<file path="src/rtl/axi4_lite_arbiter.sv">
// Two-requester AXI4-lite arbiter onto one memory port, one outstanding transaction at a time.
// state | meaning: IDLE arbitrate | RADDR forward AR | RDATA forward R | WADDR forward AW+W | WRESP forward B
module axi4_lite_arbiter (
    input  logic        clk,
    input  logic        resetn,
    input  logic        m0_axi_awvalid,
    input  logic [31:0] m0_axi_awaddr,
    input  logic [2:0]  m0_axi_awprot,
    input  logic        m0_axi_wvalid,
    input  logic [31:0] m0_axi_wdata,
    input  logic [3:0]  m0_axi_wstrb,
    input  logic        m0_axi_bready,
    input  logic        m0_axi_arvalid,
    input  logic [31:0] m0_axi_araddr,
    input  logic [2:0]  m0_axi_arprot,
    input  logic        m0_axi_rready,
    output logic        m0_axi_awready,
    output logic        m0_axi_wready,
    output logic        m0_axi_bvalid,
    output logic        m0_axi_arready,
    output logic        m0_axi_rvalid,
    output logic [31:0] m0_axi_rdata,
    input  logic        m1_axi_awvalid,
    input  logic [31:0] m1_axi_awaddr,
    input  logic [2:0]  m1_axi_awprot,
    input  logic        m1_axi_wvalid,
    input  logic [31:0] m1_axi_wdata,
    input  logic [3:0]  m1_axi_wstrb,
    input  logic        m1_axi_bready,
    input  logic        m1_axi_arvalid,
    input  logic [31:0] m1_axi_araddr,
    input  logic [2:0]  m1_axi_arprot,
    input  logic        m1_axi_rready,
    output logic        m1_axi_awready,
    output logic        m1_axi_wready,
    output logic        m1_axi_bvalid,
    output logic        m1_axi_arready,
    output logic        m1_axi_rvalid,
    output logic [31:0] m1_axi_rdata,
    output logic        mem_axi_awvalid,
    output logic [31:0] mem_axi_awaddr,
    output logic [2:0]  mem_axi_awprot,
    output logic        mem_axi_wvalid,
    output logic [31:0] mem_axi_wdata,
    output logic [3:0]  mem_axi_wstrb,
    output logic        mem_axi_bready,
    output logic        mem_axi_arvalid,
    output logic [31:0] mem_axi_araddr,
    output logic [2:0]  mem_axi_arprot,
    output logic        mem_axi_rready,
    input  logic        mem_axi_awready,
    input  logic        mem_axi_wready,
    input  logic        mem_axi_bvalid,
    input  logic        mem_axi_arready,
    input  logic        mem_axi_rvalid,
    input  logic [31:0] mem_axi_rdata,
    output logic        grant,
    output logic        busy
);

    typedef enum logic [2:0] {IDLE, RADDR, RDATA, WADDR, WRESP} state_t;

    state_t      state_q, state_d;
    logic        grant_q, grant_d;
    logic        aw_done_q, aw_done_d;
    logic        w_done_q, w_done_d;
    logic        elig0, elig1, pick;
    logic        aw_nxt, w_nxt;

    logic        g_awvalid, g_wvalid, g_bready, g_arvalid, g_rready;
    logic [31:0] g_awaddr, g_wdata, g_araddr;
    logic [2:0]  g_awprot, g_arprot;
    logic [3:0]  g_wstrb;
    logic        u_awready, u_wready, u_bvalid, u_arready, u_rvalid;
    logic [31:0] u_rdata;

    assign g_awvalid = grant_q ? m1_axi_awvalid : m0_axi_awvalid;
    assign g_awaddr  = grant_q ? m1_axi_awaddr  : m0_axi_awaddr;
    assign g_awprot  = grant_q ? m1_axi_awprot  : m0_axi_awprot;
    assign g_wvalid  = grant_q ? m1_axi_wvalid  : m0_axi_wvalid;
    assign g_wdata   = grant_q ? m1_axi_wdata   : m0_axi_wdata;
    assign g_wstrb   = grant_q ? m1_axi_wstrb   : m0_axi_wstrb;
    assign g_bready  = grant_q ? m1_axi_bready  : m0_axi_bready;
    assign g_arvalid = grant_q ? m1_axi_arvalid : m0_axi_arvalid;
    assign g_araddr  = grant_q ? m1_axi_araddr  : m0_axi_araddr;
    assign g_arprot  = grant_q ? m1_axi_arprot  : m0_axi_arprot;
    assign g_rready  = grant_q ? m1_axi_rready  : m0_axi_rready;

    assign elig0 = m0_axi_arvalid | (m0_axi_awvalid & m0_axi_wvalid);
    assign elig1 = m1_axi_arvalid | (m1_axi_awvalid & m1_axi_wvalid);

    // Forwarding is gated by resetn so every output is quiet for the whole reset window.
    always_comb begin
        mem_axi_awvalid = 1'b0;
        mem_axi_awaddr  = '0;
        mem_axi_awprot  = '0;
        mem_axi_wvalid  = 1'b0;
        mem_axi_wdata   = '0;
        mem_axi_wstrb   = '0;
        mem_axi_bready  = 1'b0;
        mem_axi_arvalid = 1'b0;
        mem_axi_araddr  = '0;
        mem_axi_arprot  = '0;
        mem_axi_rready  = 1'b0;
        u_awready       = 1'b0;
        u_wready        = 1'b0;
        u_bvalid        = 1'b0;
        u_arready       = 1'b0;
        u_rvalid        = 1'b0;
        u_rdata         = '0;
        if (resetn) begin
            case (state_q)
                RADDR: begin
                    mem_axi_arvalid = g_arvalid;
                    mem_axi_araddr  = g_araddr;
                    mem_axi_arprot  = g_arprot;
                    u_arready       = mem_axi_arready;
                end
                RDATA: begin
                    mem_axi_rready = g_rready;
                    u_rvalid       = mem_axi_rvalid;
                    u_rdata        = mem_axi_rdata;
                end
                WADDR: begin
                    mem_axi_awvalid = g_awvalid & ~aw_done_q;
                    mem_axi_awaddr  = g_awaddr;
                    mem_axi_awprot  = g_awprot;
                    mem_axi_wvalid  = g_wvalid & ~w_done_q;
                    mem_axi_wdata   = g_wdata;
                    mem_axi_wstrb   = g_wstrb;
                    u_awready       = mem_axi_awready & ~aw_done_q;
                    u_wready        = mem_axi_wready & ~w_done_q;
                end
                WRESP: begin
                    mem_axi_bready = g_bready;
                    u_bvalid       = mem_axi_bvalid;
                end
                default: ;
            endcase
        end
    end

    assign m0_axi_awready = ~grant_q & u_awready;
    assign m0_axi_wready  = ~grant_q & u_wready;
    assign m0_axi_bvalid  = ~grant_q & u_bvalid;
    assign m0_axi_arready = ~grant_q & u_arready;
    assign m0_axi_rvalid  = ~grant_q & u_rvalid;
    assign m0_axi_rdata   = grant_q ? 32'h0 : u_rdata;
    assign m1_axi_awready = grant_q & u_awready;
    assign m1_axi_wready  = grant_q & u_wready;
    assign m1_axi_bvalid  = grant_q & u_bvalid;
    assign m1_axi_arready = grant_q & u_arready;
    assign m1_axi_rvalid  = grant_q & u_rvalid;
    assign m1_axi_rdata   = grant_q ? u_rdata : 32'h0;

    assign aw_nxt = aw_done_q | (mem_axi_awvalid & mem_axi_awready);
    assign w_nxt  = w_done_q | (mem_axi_wvalid & mem_axi_wready);

    always_comb begin
        state_d   = state_q;
        grant_d   = grant_q;
        aw_done_d = aw_done_q;
        w_done_d  = w_done_q;
        pick      = grant_q;
        case (state_q)
            IDLE: begin
                if (elig0 | elig1) begin
                    // On a tie the requester not served last wins.
                    pick    = (elig0 & elig1) ? ~grant_q : elig1;
                    grant_d = pick;
                    state_d = (pick ? m1_axi_arvalid : m0_axi_arvalid) ? RADDR : WADDR;
                end
            end
            RADDR: if (mem_axi_arvalid & mem_axi_arready) state_d = RDATA;
            RDATA: if (mem_axi_rvalid & mem_axi_rready) state_d = IDLE;
            WADDR: begin
                if (aw_nxt & w_nxt) begin
                    state_d   = WRESP;
                    aw_done_d = 1'b0;
                    w_done_d  = 1'b0;
                end else begin
                    aw_done_d = aw_nxt;
                    w_done_d  = w_nxt;
                end
            end
            WRESP: if (mem_axi_bvalid & mem_axi_bready) state_d = IDLE;
            default: state_d = IDLE;
        endcase
    end

    always_ff @(posedge clk) begin
        if (!resetn) begin
            state_q   <= IDLE;
            grant_q   <= 1'b1;
            aw_done_q <= 1'b0;
            w_done_q  <= 1'b0;
        end else begin
            state_q   <= state_d;
            grant_q   <= grant_d;
            aw_done_q <= aw_done_d;
            w_done_q  <= w_done_d;
        end
    end

    assign grant = resetn ? grant_q : 1'b1;
    assign busy  = resetn & (state_q != IDLE);

endmodule
</file>
<file path="config.mk">
export PLATFORM = sky130hd
export DESIGN_NAME = axi4_lite_arbiter
export DESIGN_NICKNAME = d
export VERILOG_FILES = /design/src/rtl/axi4_lite_arbiter.sv
export SDC_FILE = /design/constraint.sdc
export NUM_CORES = 1
export LEC_CHECK = 0
export ABC_AREA = 1
export BUFFER_PORTS_ARGS = -buffer_cell sky130_fd_sc_hd__buf_2
export CORE_AREA = 8 8 166 168
export DETAILED_ROUTE_END_ITERATION = 7
export DIE_AREA = 0 0 174 176
export HOLD_SLACK_MARGIN = 0.12
export SLEW_MARGIN = 15
export SYNTH_ARGS = -nofsm -noshare
export SYNTH_HDL_FRONTEND = slang
export SYNTH_SLANG_ARGS = --single-unit
</file>
<file path="constraint.sdc">
create_clock -name clk -period 1.3 [get_ports clk]
set_input_delay 0.13 -clock clk [delete_from_list [all_inputs] [get_ports clk]]
set_output_delay 0.13 -clock clk [all_outputs]
set_load 0.03 [all_outputs]
</file>
# == After elaboration in Yosys (flattened, before gate mapping) ==
# Cells that the tools add are included.
# word_totals
reg_bits,6
input_bits,261
# op_classes
n_eq_ne,9
n_mux,59
bitwise_logic,32
n_reduce_logical,4
# ops
op,count
2-to-1 mux 32 bit,13
2-to-1 mux 3 bit,11
2-to-1 mux 1 bit,30
AND 1 bit,24
case mux 3 bit (5 select lines),1
2-to-1 mux 4 bit,3
"inequality test 2 bit, second input constant",5
"== test 3 x 2 -> 1 bit, second input constant",2
bitwise OR 1 bit,5
AND reduction 5 bit,1
"== test 3 x 1 -> 1 bit, second input constant",1
"== test 3 bit, second input constant",1
logical NOT 3 bit,1
NOT 1 bit,3
nonzero test 3 bit,1
2-to-1 mux 2 bit,1
AND reduction 2 bit,1

# == Logic depth before layout (Yosys ltp) ==
# Gate-level depths: netlist (run 1).
# logic_depth
ltp_word,9
depth_mapped,12
depth_no_buf,10

# == Worst setup path before layout (run 1) ==
# OpenSTA, ideal clock, no wires.
# synth_path
path_kind,flip-flop to output port
startpoint,reg grant_q
endpoint,out m1_axi_rdata[15]
t_arrival_ns,1.665
required_time_ns,1.170
slack_ns,-0.495
stages_incl_launch_ff,7
n_path_buf,4
cell_sequence,dfxtp_1 -> buf_6 -> inv_2 -> buf_6 -> buf_2 -> clkbuf_1 -> nor3_1
# synth_via
elab_chain_cells,1
# synth_lines
item,line,rtl
"start, declared",64,"logic grant_q, grant_d;"
"start signal, assigned",199,grant_q <= grant_d;
2-to-1 mux 32 bit,154,assign m1_axi_rdata = grant_q ? u_rdata : 32'h0;
"end, declared",39,"output logic [31:0] m1_axi_rdata,"
# Every way passes these cells.

# == Final worst setup path (run 1) ==
# layout_path
startpoint,reg state_q[2]
endpoint,out mem_axi_wstrb[1]
# layout_via
elab_chain_cells,3
# layout_lines
item,line,rtl
"start, declared",63,"state_t state_q, state_d;"
"start signal, assigned",198,state_q <= state_d;
== test 3 x 2 -> 1 bit,112,case (state_q)
2-to-1 mux 4 bit,112,
2-to-1 mux 4 bit,111,if (resetn) begin
"end, declared",45,"output logic [3:0] mem_axi_wstrb,"
# Every way passes these cells.

==> flow_metrics.env, run 1 <==
export IMPL_hold_buffers=0
export IMPL_finalPower_w=0.0123
export IMPL_fin_crit_ns=1.67
export IMPL_seq_area_frac_synth=0.0432
export IMPL_final_util=0.396
export IMPL_ys_ff_latch=6
export IMPL_top_usage_layer="met2"
export IMPL_die_area_um2=30600
export IMPL_min_from="resetn"
export IMPL_cp_required_ns=1.17
export IMPL_finalMaxSlewViolations=0
export IMPL_drv_cap=0
export IMPL_grt_pass1_wl_um=34400
export IMPL_status="finished, violations left"
export IMPL_cts_tree="built"
export IMPL_end_kind="output port"
export IMPL_cts_max_level=1
export IMPL_clock_latency_ns=0.23
export IMPL_violations="setup timing"
export IMPL_initial_core_util=0.112
export IMPL_fin_cells=1412
export IMPL_dr_pass1_iters=4
export IMPL_cts_sinks=6
export IMPL_cts_buffers=3
export IMPL_critPathArrivalTime_ns=1.54
export IMPL_slew_headroom=0.814
export IMPL_drive_gt1_frac=0.747
export IMPL_fp_row_count=58
export IMPL_hold_viol_final=0
export IMPL_cts_root_buf="clkbuf_16"
export IMPL_synth_top_area_share=0.327
export IMPL_path_class="reg2out"
export IMPL_placedCellCount=1387
export IMPL_cts_buffer_depth=2
export IMPL_die_h_um=176
export IMPL_start_kind="flop"
export IMPL_finalSetupViolations=191
export IMPL_met2_usage=0.263
export IMPL_portBuffers=447
export IMPL_nets=1344
export IMPL_clkSlewWorstSetupHoldPaths_ns=0.04
export IMPL_antenna_cells_inserted=0
export IMPL_p_per_area_nw_per_um2=1250
export IMPL_syn_area_um2=2780
export IMPL_rsz0062_at_grt="yes"
export IMPL_use_met3=0.0352
export IMPL_fmax_ghz=0.599
export IMPL_synth_most_common_cell="nand2_1"
export IMPL_hpwlAfterDp_um=19000
export IMPL_synth_nets=842
export IMPL_ir_drop_mv=0.614
export IMPL_timing_rr_start="grant_q$_SDFFE_PN1P_"
export IMPL_grt_max_degree=50
export IMPL_synth_edf_count=0
export IMPL_synthCells=581
export IMPL_synthTopCellsByCount="nand2_1, a21oi_1, nor3_1"
export IMPL_grt_overflow_total=0
export IMPL_synth_area_leader_cell="nand2_1"
export IMPL_antenna_found_initial=1
export IMPL_hp_class="in2reg"
export IMPL_synth_area_per_cell_um2=4.78
export IMPL_coreArea_um2=24800
export IMPL_cellLeakagePower_nw=4.48
export IMPL_area_growth_pct=253
export IMPL_drc=0
export IMPL_num_vias=5907
export IMPL_worst_pin_slew_ns=0.276
export IMPL_async_flop_share=0
export IMPL_synth_top_cells_by_area="nand2_1, a21oi_1, nor3_1, inv_1, buf_6"
export IMPL_use_met1=0.149
export IMPL_postRouteWirelength_um=23900
export IMPL_yosysWarnings=0
export IMPL_yosysUniqueCellTypes=26
export IMPL_skew_ns=0.00912
export IMPL_fin_ws_ns=-0.369
export IMPL_postRouteAntennaNets=0
export IMPL_wire_per_inst_um=16.9
export IMPL_post_drt_via_cell_ratio=4.18
export IMPL_period_share=1.28
export IMPL_yosys_most_used_dff="dfxtp_1"
export IMPL_worstPathMaxFanout=8
export IMPL_place_congestion=0.853
export IMPL_cp_startpoint="state_q[2]$_SDFFE_PN0P_"
export IMPL_die_w_um=174
export IMPL_grt_total_usage=0.137
export IMPL_drtIter0Drc=191
export IMPL_io_pins=448
export IMPL_fillCellCount=2431
export IMPL_grt_pass1_vias=6203
per-layer routing:
metal  vias up  wire length, um
li1       2880                -
met3        31             1830
met4         2              459
met5         -               13
met2       296            13000
met1      2698             8630
critical path: stages (launching register included):
cell     delay [ns]
dfxtp_2        0.32
inv_4          0.09
nand3_4        0.10
inv_4          0.09
nand2_8        0.09
buf_12         0.18
buf_12         0.14
a21oi_4        0.13
buf_6          0.15
cell usage in the layout (no fill, tap or decap), types with 3 or more instances in the layout:
cell / count
a21oi_1: 5
a21oi_4: 106
buf_12: 25
buf_16: 5
buf_2: 265
buf_4: 58
buf_6: 181
buf_8: 5
clkbuf_16: 5
clkbuf_4: 6
dfxtp_4: 3
inv_1: 42
inv_2: 4
inv_4: 3
nand2_1: 208
nand2_2: 29
nand2_4: 10
nand3_2: 5
nand3_4: 3
nor2_1: 6
nor2_4: 11
nor3_2: 5
nor3_4: 64
registers in the layout, summed over array words and instances (netlist names):
signal / count
aw_done_q: 1
grant_q: 1
state_q: 3
w_done_q: 1
cell type report:
cell class / instances / area [um^2] / area share
sequential: 6 / 133 / 0.0135
timing repair buffer: 547 / 4610 / 0.469
timing repair inverter: 1 / 8.76 / 0.000892
tap: 330 / 413 / 0.0421
clock buffer: 4 / 78.8 / 0.00803
multi-input combinational: 472 / 4350 / 0.443
inverter: 52 / 230 / 0.0235
stage by stage:
| stage | instance area [um^2] | TNS, ns | setup WS, ns | hold WS, ns |
|---|---|---|---|---|
| after floorplan | 5110 | -7.28 | -0.148 | 0.367 |
| after CTS | 9260 | -56.97 | -0.373 | 0.325 |
| after detailed placement | 8100 | -21.40 | -0.201 | 0.456 |
| after global routing | 9820 | -64.17 | -0.423 | 0.351 |
| final | 9820 | -53.79 | -0.369 | 0.329 |
| after global placement | 8100 | -20.85 | -0.197 | 0.457 |
path summary, 6_finish.rpt:
kind,endpoint,slack (ns),cells after the start
min reg2reg,w_done_q$_SDFFE_PN0N_,0.46,2
max,mem_axi_wstrb[1],-0.37,8
max reg2reg,state_q[0]$_SDFFE_PN0P_,-0.30,11
min,grant_q$_SDFFE_PN1P_,0.33,3
kinds of logic (layout without fill, tap and decap cells):
logic type,count (synthesis),count (layout),share of synthesized area
AND/OR/NAND/NOR,353,353,0.551
buffers and inverters,103,604,0.185
flip-flops,6,6,0.0432
AO/OA/AOI/OAI,119,119,0.221
where the power goes:
part / internal, W / switching (W) / total [W]
Sequential: 0.000272 / 0.000154 / 0.000426
Clock: 0.000407 / 0.000110 / 0.000517
Combinational: 0.00443 / 0.00689 / 0.0113
Total: 0.00511 / 0.00716 / 0.0123
what timing repair did:
item	CTS	global route
buffers inserted	6	10
pin swaps	3	5
gates resized for setup	311	149
setup endpoints to repair	191	192
cloned	2	4
Power figures use the tool's default switching activity.
==> run 2: changes to the inputs <==
Settings changed: CORE_AREA 8 8 166 168 to 8 8 168 170, DIE_AREA 0 0 174 176 to 0 0 176 178.
Clock period 1.3 ns to 2.11 ns, I/O delays scaled along.
==> flow_metrics.env, run 2 (synthesis gave the netlist of run 1 again) <==
export IMPL_multi_input_comb_area_um2=2150
export IMPL_die_w_um=176
export IMPL_path_class="reg2out"
export IMPL_finalPower_w=0.00388
export IMPL_fin_crit_ns=1.96
export IMPL_rsz0062_at_grt="no"
export IMPL_critPathArrivalTime_ns=1.75
export IMPL_drv_cap=0
export IMPL_post_drt_via_cell_ratio=3.95
export IMPL_postRouteWirelength_um=19100
export IMPL_grt_pass1_wl_um=27000
export IMPL_grt_pass1_vias=4942
export IMPL_grt_max_degree=68
export IMPL_period_share=0.928
export IMPL_initial_core_util=0.108
export IMPL_status="complete, no violations"
export IMPL_hold_viol_final=0
export IMPL_ir_drop_mv=0.623
export IMPL_skew_ns=0.000942
export IMPL_drive_gt1_frac=0.492
export IMPL_grt_total_usage=0.105
export IMPL_cts_buffer_depth=2
export IMPL_die_h_um=178
export IMPL_layout_common_cells="buf_2, nand2_1, a21oi_1, nor3_1, inv_1"
export IMPL_finalSetupViolations=0
export IMPL_clkSlewWorstSetupHoldPaths_ns=0.04
export IMPL_num_vias=5260
export IMPL_die_area_um2=31300
export IMPL_cts_tree="built"
export IMPL_clock_latency_ns=0.23
export IMPL_cellLeakagePower_nw=3.35
export IMPL_coreArea_um2=25600
export IMPL_tns_ns=0
export IMPL_hp_class="in2reg"
export IMPL_postCtsSetupRepairBufs=0
export IMPL_antenna_found_initial=2
export IMPL_worst_pin_slew_ns=0.390
export IMPL_start_kind="flop"
export IMPL_cts_max_level=1
export IMPL_end_kind="output port"
export IMPL_cts_sinks=6
export IMPL_wire_per_inst_um=14.4
export IMPL_hpwlAfterDp_um=16200
export IMPL_finalMaxSlewViolations=0
export IMPL_layout_commonest_cell="buf_2"
export IMPL_drtIter0Drc=281
export IMPL_nets=1255
export IMPL_worstPathMaxFanout=61
export IMPL_slew_headroom=0.738
export IMPL_portBuffers=447
export IMPL_fillCellCount=2958
export IMPL_dr_pass1_iters=5
export IMPL_regMostFlops="state_q"
export IMPL_p_per_area_nw_per_um2=719
export IMPL_fp_row_count=59
export IMPL_layout_area_seq_um2=124
export IMPL_drc=0
export IMPL_cts_buffers=3
export IMPL_area_growth_pct=94.1
export IMPL_place_congestion=0.835
export IMPL_cp_required_ns=1.90
export IMPL_cts_root_buf="clkbuf_16"
export IMPL_grt_overflow_total=0
export IMPL_postRouteAntennaNets=0
export IMPL_fmax_ghz=0.510
export IMPL_largest_reg_flops=3
export IMPL_io_pins=448
==> run 2: cell types whose count changed in the layout (fill, tap and decap cells not counted), sizes merged <==
cell,previous run,this run
buf,539,459
clkbuf,12,4
diode,0,2
inv,53,52
==> run 2: final timing paths <==
| kind | cells after the start | from | slack [ns] | end |
|---|---|---|---|---|
| worst max-delay path | 5 | grant_q$_SDFFE_PN1P_ | 0.15 | mem_axi_araddr[31] |
| worst min-delay path | 3 | resetn | 0.35 | w_done_q$_SDFFE_PN0N_ |
| worst max register to register | 11 | grant_q$_SDFFE_PN1P_ | 0.45 | state_q[1]$_SDFFE_PN0P_ |
| worst min register to register | 2 | w_done_q$_SDFFE_PN0N_ | 0.46 | w_done_q$_SDFFE_PN0N_ |
==> run 2: area by class of cell <==
| type | instances | share of cell area |
|---|---|---|
| Multi-Input combinational cell | 472 | 0.399 |
| Timing Repair Buffer | 459 | 0.448 |
| Antenna cell | 2 | 0.000928 |
| Clock buffer | 4 | 0.0146 |
| Inverter | 52 | 0.0367 |
| Tap cell | 335 | 0.0777 |
| Sequential cell | 6 | 0.0230 |
==> run 2: repair_timing <==
action / CTS / global route
hold endpoints to repair: 0 / 0
gates resized for setup: 0 / 2
hold buffers: 0 / 0
setup endpoints to repair: 0 / 47
==> run 2: metrics by stage <==
stage          cell area, um^2  cells  utilization  hold slack [ns]  setup slack, ns
2_1_floorplan             2780    581            -            0.428            0.234
3_3_place_gp              5300   1324        0.207            0.456            0.339
3_5_place_dp              5300   1324        0.207            0.458            0.321
4_1_cts                   5380   1328        0.210            0.348           0.0802
5_1_grt                   5390   1330        0.211            0.375           0.0198
6_report                  5390   1330        0.211            0.349            0.151
==> run 2: power by group <==
part	switching [W]	leakage (nW)	total (W)	internal, W
Sequential	0.0000901	0.0494	0.000246	0.000156
Combinational	0.00233	3.27	0.00331	0.000979
Clock	0.0000726	0.0382	0.000324	0.000251
==> run 2: metal layers <==
layer	routed length, um	track usage	share of wire
met5	0	0	0
met2	9480	0.187	0.50
met1	7550	0.126	0.39
met3	1990	0.0292	0.10
met4	126	0.0159	0.0066
==> run 2: worst max-delay path, cell delays in order, from the launching register on <==
cell and delay, ns:
dfxtp_4 0.41, inv_4 0.17, buf_12 0.27, nand2_1 0.10
a21oi_1 0.25, buf_2 0.26
